$ cat config.mk
export PLATFORM = sky130hd
export DESIGN_NAME = sram_access_arbiter_flat
export DESIGN_NICKNAME = d
export VERILOG_FILES = /design/src/rtl/sram_access_arbiter_pkg.sv /design/src/rtl/sram_access_arbiter_if.sv /design/src/rtl/sram_access_arbiter_rr_pick.sv /design/src/rtl/sram_access_arbiter.sv /design/src/flat_wrapper.sv
export SDC_FILE = /design/constraint.sdc
export NUM_CORES = 1
export LEC_CHECK = 0
export ABC_CLOCK_PERIOD_IN_PS = 2600
export CORE_MARGIN = 8
export CORE_UTILIZATION = 38
export CTS_BUF_LIST = sky130_fd_sc_hd__clkbuf_4 sky130_fd_sc_hd__clkbuf_8
export CTS_CLUSTER_DIAMETER = 150
export DETAILED_ROUTE_END_ITERATION = 12
export PLACE_DENSITY = 0.8
export SYNTH_ARGS = -nofsm -noshare
export SYNTH_HDL_FRONTEND = slang
export SYNTH_HIERARCHICAL = 1
export SYNTH_SLANG_ARGS = --single-unit
$ cat constraint.sdc
create_clock -name Clock_50 -period 2.6 [get_ports Clock_50]
set_input_delay 0.65 -clock Clock_50 [delete_from_list [all_inputs] [get_ports Clock_50]]
set_output_delay 0.65 -clock Clock_50 [all_outputs]
set_load 0.02 [all_outputs]
$ cat src/rtl/sram_access_arbiter_pkg.sv
// sram_arb_pkg: shared widths, default read latency and arbiter state encoding.
package sram_arb_pkg;
    localparam int SRAM_ADDR_W  = 18;
    localparam int SRAM_DATA_W  = 16;
    localparam int DEF_READ_LAT = 2;
    typedef enum logic [1:0] {S_ARB_IDLE, S_ARB_GRANT, S_ARB_SWITCH} arb_state_t;
endpackage

$ cat src/rtl/sram_access_arbiter_if.sv
// sram_access_arbiter_if: requester bus and SRAM_Controller port bundle for the arbiter.
interface sram_access_arbiter_if #(parameter int N_REQ = 3) ();
    import sram_arb_pkg::*;
    logic [N_REQ-1:0]             req;
    logic [N_REQ-1:0]             req_we_n;
    logic [N_REQ*SRAM_ADDR_W-1:0] req_address;
    logic [N_REQ*SRAM_DATA_W-1:0] req_write_data;
    logic [N_REQ-1:0]             gnt;
    logic [N_REQ-1:0]             rd_valid;
    logic [SRAM_DATA_W-1:0]       rd_data;
    logic [SRAM_ADDR_W-1:0]       SRAM_address;
    logic [SRAM_DATA_W-1:0]       SRAM_write_data;
    logic                         SRAM_we_n;
    logic [SRAM_DATA_W-1:0]       SRAM_read_data;
    modport master (
        output req, req_we_n, req_address, req_write_data, SRAM_read_data,
        input  gnt, rd_valid, rd_data, SRAM_address, SRAM_write_data, SRAM_we_n
    );
    modport slave (
        input  req, req_we_n, req_address, req_write_data, SRAM_read_data,
        output gnt, rd_valid, rd_data, SRAM_address, SRAM_write_data, SRAM_we_n
    );
endinterface

$ cat src/rtl/sram_access_arbiter_rr_pick.sv
// rr_pick: combinational round-robin priority encoder, first request at or after i_ptr wins.
module rr_pick #(
    parameter int N  = 3,
    parameter int PW = 2
) (
    input  logic [N-1:0]  i_req,
    input  logic [PW-1:0] i_ptr,
    output logic [N-1:0]  o_gnt,
    output logic [PW-1:0] o_idx
);
    logic [PW-1:0] w_j;
    // Scan from farthest to nearest so the nearest hit is the one left standing
    always_comb begin
        o_gnt = '0;
        o_idx = '0;
        w_j   = '0;
        for (int k = N - 1; k >= 0; k--) begin
            w_j = PW'((int'(i_ptr) + k) % N);
            if (i_req[w_j]) begin
                o_gnt      = '0;
                o_gnt[w_j] = 1'b1;
                o_idx      = w_j;
            end
        end
    end
endmodule

$ cat src/rtl/sram_access_arbiter.sv
// sram_access_arbiter: round-robin burst-locked sharing of one SRAM_Controller port with read-return routing.
// Optional SRAM_ARB_STATS_EN adds grant_count, a per-requester saturating count of accepted accesses.
module sram_access_arbiter
    import sram_arb_pkg::*;
#(
    parameter int N_REQ     = 3,
    parameter int MAX_BURST = 64,
    parameter int READ_LAT  = DEF_READ_LAT
) (
    input  logic Clock_50,
    input  logic Reset,
    sram_access_arbiter_if.slave bus
`ifdef SRAM_ARB_STATS_EN
    ,
    output logic [N_REQ*16-1:0] grant_count
`endif
);
    localparam int PW = (N_REQ > 1) ? $clog2(N_REQ) : 1;
    localparam int BW = (MAX_BURST > 1) ? $clog2(MAX_BURST) : 1;

    arb_state_t       r_state, w_state_nxt;
    logic [N_REQ-1:0] r_gnt, w_gnt_nxt, w_pick;
    logic [PW-1:0]    r_rr, w_rr_nxt, r_owner, w_owner_nxt, w_pick_idx, w_owner_inc;
    logic [BW-1:0]    r_burst, w_burst_nxt;
    logic             w_acc, w_others, w_last;

    logic [SRAM_ADDR_W-1:0] r_addr;
    logic [SRAM_DATA_W-1:0] r_wdata, r_rd_data;
    logic                   r_we_n;
    logic [READ_LAT:0]      r_pv;
    logic [PW-1:0]          r_pid [READ_LAT+1];

    rr_pick #(.N(N_REQ), .PW(PW)) u_pick (
        .i_req (bus.req),
        .i_ptr (r_rr),
        .o_gnt (w_pick),
        .o_idx (w_pick_idx)
    );

    // gnt is only non-zero in S_ARB_GRANT, so a dropped owner req never counts as an access
    assign w_acc       = |(bus.req & r_gnt);
    assign w_others    = |(bus.req & ~r_gnt);
    assign w_last      = r_burst == BW'(MAX_BURST - 1);
    assign w_owner_inc = (r_owner == PW'(N_REQ - 1)) ? '0 : r_owner + 1'b1;

    always_comb begin
        w_state_nxt = r_state;
        w_gnt_nxt   = r_gnt;
        w_rr_nxt    = r_rr;
        w_owner_nxt = r_owner;
        w_burst_nxt = r_burst;
        case (r_state)
            S_ARB_IDLE: if (|bus.req) begin
                w_gnt_nxt   = w_pick;
                w_owner_nxt = w_pick_idx;
                w_burst_nxt = '0;
                w_state_nxt = S_ARB_GRANT;
            end
            S_ARB_GRANT: if (!w_acc || (w_last && w_others)) begin
                w_gnt_nxt   = '0;
                w_rr_nxt    = w_owner_inc;
                w_state_nxt = S_ARB_SWITCH;
            end else begin
                w_burst_nxt = w_last ? '0 : r_burst + 1'b1;
            end
            S_ARB_SWITCH: w_state_nxt = S_ARB_IDLE;
            default:      w_state_nxt = S_ARB_IDLE;
        endcase
    end

    always_ff @(posedge Clock_50 or posedge Reset) begin
        if (Reset) begin
            r_state <= S_ARB_IDLE;
            r_gnt   <= '0;
            r_rr    <= '0;
            r_owner <= '0;
            r_burst <= '0;
        end else begin
            r_state <= w_state_nxt;
            r_gnt   <= w_gnt_nxt;
            r_rr    <= w_rr_nxt;
            r_owner <= w_owner_nxt;
            r_burst <= w_burst_nxt;
        end
    end

    always_ff @(posedge Clock_50 or posedge Reset) begin
        if (Reset) begin
            r_addr    <= '0;
            r_wdata   <= '0;
            r_we_n    <= 1'b1;
            r_rd_data <= '0;
            r_pv      <= '0;
            for (int k = 0; k <= READ_LAT; k++) r_pid[k] <= '0;
        end else begin
            r_we_n <= 1'b1;
            if (w_acc) begin
                r_addr  <= bus.req_address[int'(r_owner)*SRAM_ADDR_W +: SRAM_ADDR_W];
                r_wdata <= bus.req_write_data[int'(r_owner)*SRAM_DATA_W +: SRAM_DATA_W];
                r_we_n  <= bus.req_we_n[r_owner];
            end
            r_pv     <= {r_pv[READ_LAT-1:0], w_acc & bus.req_we_n[r_owner]};
            r_pid[0] <= r_owner;
            for (int k = 1; k <= READ_LAT; k++) r_pid[k] <= r_pid[k-1];
            if (r_pv[READ_LAT-1]) r_rd_data <= bus.SRAM_read_data;
        end
    end

    always_comb begin
        bus.rd_valid = '0;
        bus.rd_valid[r_pid[READ_LAT]] = r_pv[READ_LAT];
    end

    assign bus.gnt             = r_gnt;
    assign bus.rd_data         = r_rd_data;
    assign bus.SRAM_address    = r_addr;
    assign bus.SRAM_write_data = r_wdata;
    assign bus.SRAM_we_n       = r_we_n;

`ifdef SRAM_ARB_STATS_EN
    logic [15:0] r_gcnt [N_REQ];
    for (genvar g = 0; g < N_REQ; g++) begin : g_stats
        always_ff @(posedge Clock_50 or posedge Reset) begin
            if (Reset) r_gcnt[g] <= '0;
            else if (bus.req[g] && r_gnt[g] && r_gcnt[g] != 16'hFFFF) r_gcnt[g] <= r_gcnt[g] + 1'b1;
        end
        assign grant_count[16*g +: 16] = r_gcnt[g];
    end
`endif
endmodule
$ cat src/flat_wrapper.sv
// flat-port wrapper written by rule: the top's interface ports become plain ports
module sram_access_arbiter_flat import sram_arb_pkg::*;
#(
    parameter int N_REQ     = 3,
    parameter int MAX_BURST = 64,
    parameter int READ_LAT  = DEF_READ_LAT
)
  (Clock_50, Reset, bus_req, bus_req_we_n, bus_req_address, bus_req_write_data, bus_SRAM_read_data, bus_gnt, bus_rd_valid, bus_rd_data, bus_SRAM_address, bus_SRAM_write_data, bus_SRAM_we_n);
  sram_access_arbiter_if #(.N_REQ(N_REQ)) bus_i ();
  input  logic Clock_50;
  input  logic Reset;
  input wire logic [$bits(bus_i.req)-1:0] bus_req;
  input wire logic [$bits(bus_i.req_we_n)-1:0] bus_req_we_n;
  input wire logic [$bits(bus_i.req_address)-1:0] bus_req_address;
  input wire logic [$bits(bus_i.req_write_data)-1:0] bus_req_write_data;
  input wire logic [$bits(bus_i.SRAM_read_data)-1:0] bus_SRAM_read_data;
  output wire logic [$bits(bus_i.gnt)-1:0] bus_gnt;
  output wire logic [$bits(bus_i.rd_valid)-1:0] bus_rd_valid;
  output wire logic [$bits(bus_i.rd_data)-1:0] bus_rd_data;
  output wire logic [$bits(bus_i.SRAM_address)-1:0] bus_SRAM_address;
  output wire logic [$bits(bus_i.SRAM_write_data)-1:0] bus_SRAM_write_data;
  output wire logic [$bits(bus_i.SRAM_we_n)-1:0] bus_SRAM_we_n;
  assign bus_i.req = bus_req;
  assign bus_i.req_we_n = bus_req_we_n;
  assign bus_i.req_address = bus_req_address;
  assign bus_i.req_write_data = bus_req_write_data;
  assign bus_i.SRAM_read_data = bus_SRAM_read_data;
  assign bus_gnt = bus_i.gnt;
  assign bus_rd_valid = bus_i.rd_valid;
  assign bus_rd_data = bus_i.rd_data;
  assign bus_SRAM_address = bus_i.SRAM_address;
  assign bus_SRAM_write_data = bus_i.SRAM_write_data;
  assign bus_SRAM_we_n = bus_i.SRAM_we_n;
  sram_access_arbiter #(.N_REQ(N_REQ), .MAX_BURST(MAX_BURST), .READ_LAT(READ_LAT)) u_core (.Clock_50(Clock_50), .Reset(Reset), .bus(bus_i));
endmodule
==> results by stage <==
Placed design:
- Once placement completed, the tool counted placed cells totaling 697.
- Routability-driven placement finished with a final weighted congestion of 0.8138.
- The wire-length estimate of the detail-placed layout is 9.117 mm.
- The worst setup slack after placement is 0.2338 ns.
- The number of I/O port buffers is 182.

Clock network:
- The total number of H-tree levels is 3.
- The count of instances resized after the clock tree is built is 0.
- The TritonCTS clock tree is done.
- The tree is rooted in a clkbuf_8.
- After clock tree synthesis, the clock-pin slew on the worst setup and hold paths is 0.07 ns.
- The number of buffers on the longest clock path is 2.
- The clock latency at the later pin of the worst-skew pair is 0.34 ns.
- The number of clock sinks is 75.
- The hold buffer count at cts is 0.
- The count of buffers added by post-CTS timing repair for setup is 0.
- Buffers inserted during clock tree synthesis total 9.

Synthesis:
- The share of the Yosys chip area taken by registers is 0.4962.
- The warning count from the yosys run is 6.
- The synthesized instance count is 391.
- The most common cell in the synthesized netlist is dfrtp_1.
- For this run, asynchronously set or reset flops after synthesis account for 1.000.
- The synthesized netlist contains 43 unique library cells.
- The most instantiated flip-flop cell in the synthesis netlist is dfrtp_1.
- A synthesized cell averages 9.680 um^2.
- The post-synth net total is 522.
- The fraction of post-synthesis cell area in the top cell type by area is 0.4893.
- Sorting the synthesized cells by how often they occur yields 74 x dfrtp_1, 72 x nor2_1, 71 x a21oi_1.
- The number of synthesized flops with an enable pin is 0.
- In the post-synthesis netlist, the biggest area contributors are dfrtp_1 49%, mux2i_1 10%, a21oi_1 9.4%, nor2_1 7.1%, mux2_2 4.8%.
- The post-synthesis sequential element count is 75.
- The most area-hungry cell type in the Yosys netlist is dfrtp_1.
- The cell area after synthesis is 0.003785 mm^2.

Timing:
- The relative slew slack is 0.5766.
- Setup total negative slack on the finished layout was measured at 0 ns.
- The worst slack on hold paths is 0.3480 ns.
- Setup repair after global routing left no endpoint under its margin.
- The slew at the pin closest to its max-slew limit is 0.6351 ns.
- The worst setup skew after layout is 0.01029 ns.
- Timing would allow up to 0.4492 GHz.
- Setup violations remaining at the end of the flow were counted as 0.
- The final worst setup slack is 0.3740 ns.
- The final number of hold-violating endpoints is 0.
- The final max-slew violation count is 0.
- The clock period minus worst slack is 2.226 ns.
- The final worst-path cycle share is 0.8562.

Floorplan:
- The height of the chip is 115.8 um.
- In this run the standard cell core region covers 0.009729 mm^2.
- The die is 115.8 um wide.
- The total I/O pin count is 183.
- The count of standard-cell rows is 36.
- The floorplan step defined a die boundary enclosing 0.01341 mm^2.
- The starting density of the core is 0.3890.

Critical path:
- On the worst path, the slowest cell contributes a delay of 0.65 ns.
- The endpoint type of the worst setup path is an output port.
- The worst setup path is of the reg -> out kind.
- For the worst setup path, the data arrival time is 1.58 ns.
- Walking the worst path, the cells encountered are nor3b_1 > clkdlybuf4s50_1.
- The endpoint required time on the critical path is 1.95 ns.
- The cell at the slowest stage of the critical path is clkdlybuf4s50_1.
- The worst setup path is launched from a register.
- Of all nets on the critical path, the largest fanout is 3.

Global routing:
- The first-pass GRT wire length is 17.83 mm.
- The number of global-route vias before repair was 3731.
- The initial antenna violation count is 0.
- The pin count of the biggest net entering global routing is 70.
- For this run, global-route usage on met1 was measured as 0.1814.
- The fraction of met3 tracks used by global routing is 0.07400.
- The global route total overflow is 0.
- After global routing, the most crowded layer is met2.
- The met2 demand-to-capacity share in global routing is 0.2936.
- For this run, the total global-route usage over all layers was measured as 0.1701.

Finish:
- The share of cells above drive strength 1 is 0.09483.
- The signed area change from the synthesized netlist to the final layout is 60.10%.
- The final layout contains 706 nets.
- The number of diodes added for antenna fixing is 0.
- Fill cells in the final layout number 830.
- After the flow finishes, the layout carries non-filler instances totaling 713.

Min path:
- The worst hold path class is reg -> reg.

Pwr:
- The power per standard cell area is 1100 mW/mm^2.
- The leakage power total is 2.492 nW.
- VDD sags by at most 0.3866 mV.

Detailed routing:
- In the final routed layout, each cell accounts on average for 16.15 um.
- Using the TritonRoute via totals, the vias-per-cell ratio works out to 4.993.
- The total wire length after detailed routing is 11.52 mm.
- In this run the remaining antenna-violating nets after routing total 0.
- The detailed router finished its first iteration with 202 violations.
- Detailed routing inserted a total of 3560 vias.
- The number of DRC violations after detailed routing is 0.
- The first detailed-routing pass took 4 iterations.

Status:
- The run finished with clean final reports.

Job:
- Across the run, the number of max-cap violations was 0.
kinds of logic (layout without fill, tap and decap cells):
logic type | after synthesis | after routing | synth area share
AOI/OAI and AO/OA | 101 | 101 | 0.1557
muxes | 57 | 57 | 0.1567
and+or+nand+nor | 124 | 124 | 0.1438
DFF | 75 | 75 | 0.4962
adders and majority gates | 5 | 5 | 0.01653
buffers and inverters | 29 | 218 | 0.03107
cells in the final DEF (no fill, tap or decap), drive strengths merged, types with 2 or more instances in the layout:
master,instances
mux2i,39
dfrtp,74
clkdlybuf4s50,182
nor2b,6
o21a,2
mux2,18
inv,9
bufinv,3
nand3b,3
nor2,73
a31oi,4
nor3b,2
a32o,2
clkbuf,9
ha,5
nand3,2
and3b,2
nor3,2
o21ai,8
a21o,2
buf,14
or3,2
o211ai,2
nand2,26
a21oi,72
o22ai,2
flip-flops by register name, summed over array words and instances (netlist names):
name	flops
u_core/bus.SRAM_we_n	1
u_core/r_pv	3
u_core/r_state	2
u_core/r_owner	2
u_core/bus.gnt	3
u_core/bus.rd_data	16
u_core/r_burst	6
u_core/bus.SRAM_write_data	16
u_core/r_rr	2
u_core/bus.SRAM_address	18
u_core/r_pid	6
metal layers:
metal / routed length (um) / vias up
li1: - / 1735
met1: 4418 / 1664
met2: 5709 / 149
met3: 1229 / 12
met4: 157 / 0
met5: 0 / -
through the flow:
stage,instance area (um^2),utilization,power (mW)
after detailed placement,5814,0.5976,5.616
after global placement,5814,0.5976,5.519
final,6060,0.6228,6.663
after global routing,6060,0.6228,7.135
after CTS,6060,0.6228,6.739
after floorplan,3785,-,4.076
worst max-delay path: cells and delay by family (launching register included):
family                 cells  cell delay, ns
buffers and inverters      1            0.65
flip-flops                 1            0.38
AND/OR/NAND/NOR            1            0.21
final cells by class:
class	instances	area [um^2]	area share
multi-input cells	287	1794	0.2961
flip-flops and latches	75	1879	0.3101
inverters	6	22.52	0.003717
well taps	133	166.4	0.02746
repair buffers	196	1952	0.3221
clock buffers	9	123.9	0.02044
clock inverters	7	121.4	0.02003
path summary, 6_finish.rpt:
path                       depth (start not counted)                           endpoint  slack [ns]                        from
setup / recovery                                   2                    bus_rd_valid[0]        0.37   u_core/r_pid[1]$_DFF_PP0_
hold / removal                                     0          u_core/r_pid[2]$_DFF_PP0_        0.35   u_core/r_pid[4]$_DFF_PP0_
setup reg to reg                                   8      u_core/r_owner[1]$_DFFE_PP0P_        0.76  u_core/r_rr[0]$_DFFE_PP0P_
hold reg to reg                                    0          u_core/r_pid[2]$_DFF_PP0_        0.35   u_core/r_pid[4]$_DFF_PP0_
max in group asynchronous                          3  u_core/bus.rd_data[5]$_DFFE_PP0P_        1.23                       Reset
min in group asynchronous                          2  u_core/bus.rd_data[2]$_DFFE_PP0P_        0.63                       Reset
power by group:
part           leakage, nW  internal [mW]  switching (mW)
combinational         1.47           1.69            1.88
clock                0.125          0.646           0.438
sequential           0.895           1.70           0.311
total                 2.49           4.03            2.63
Power figures use the tool's default switching activity.
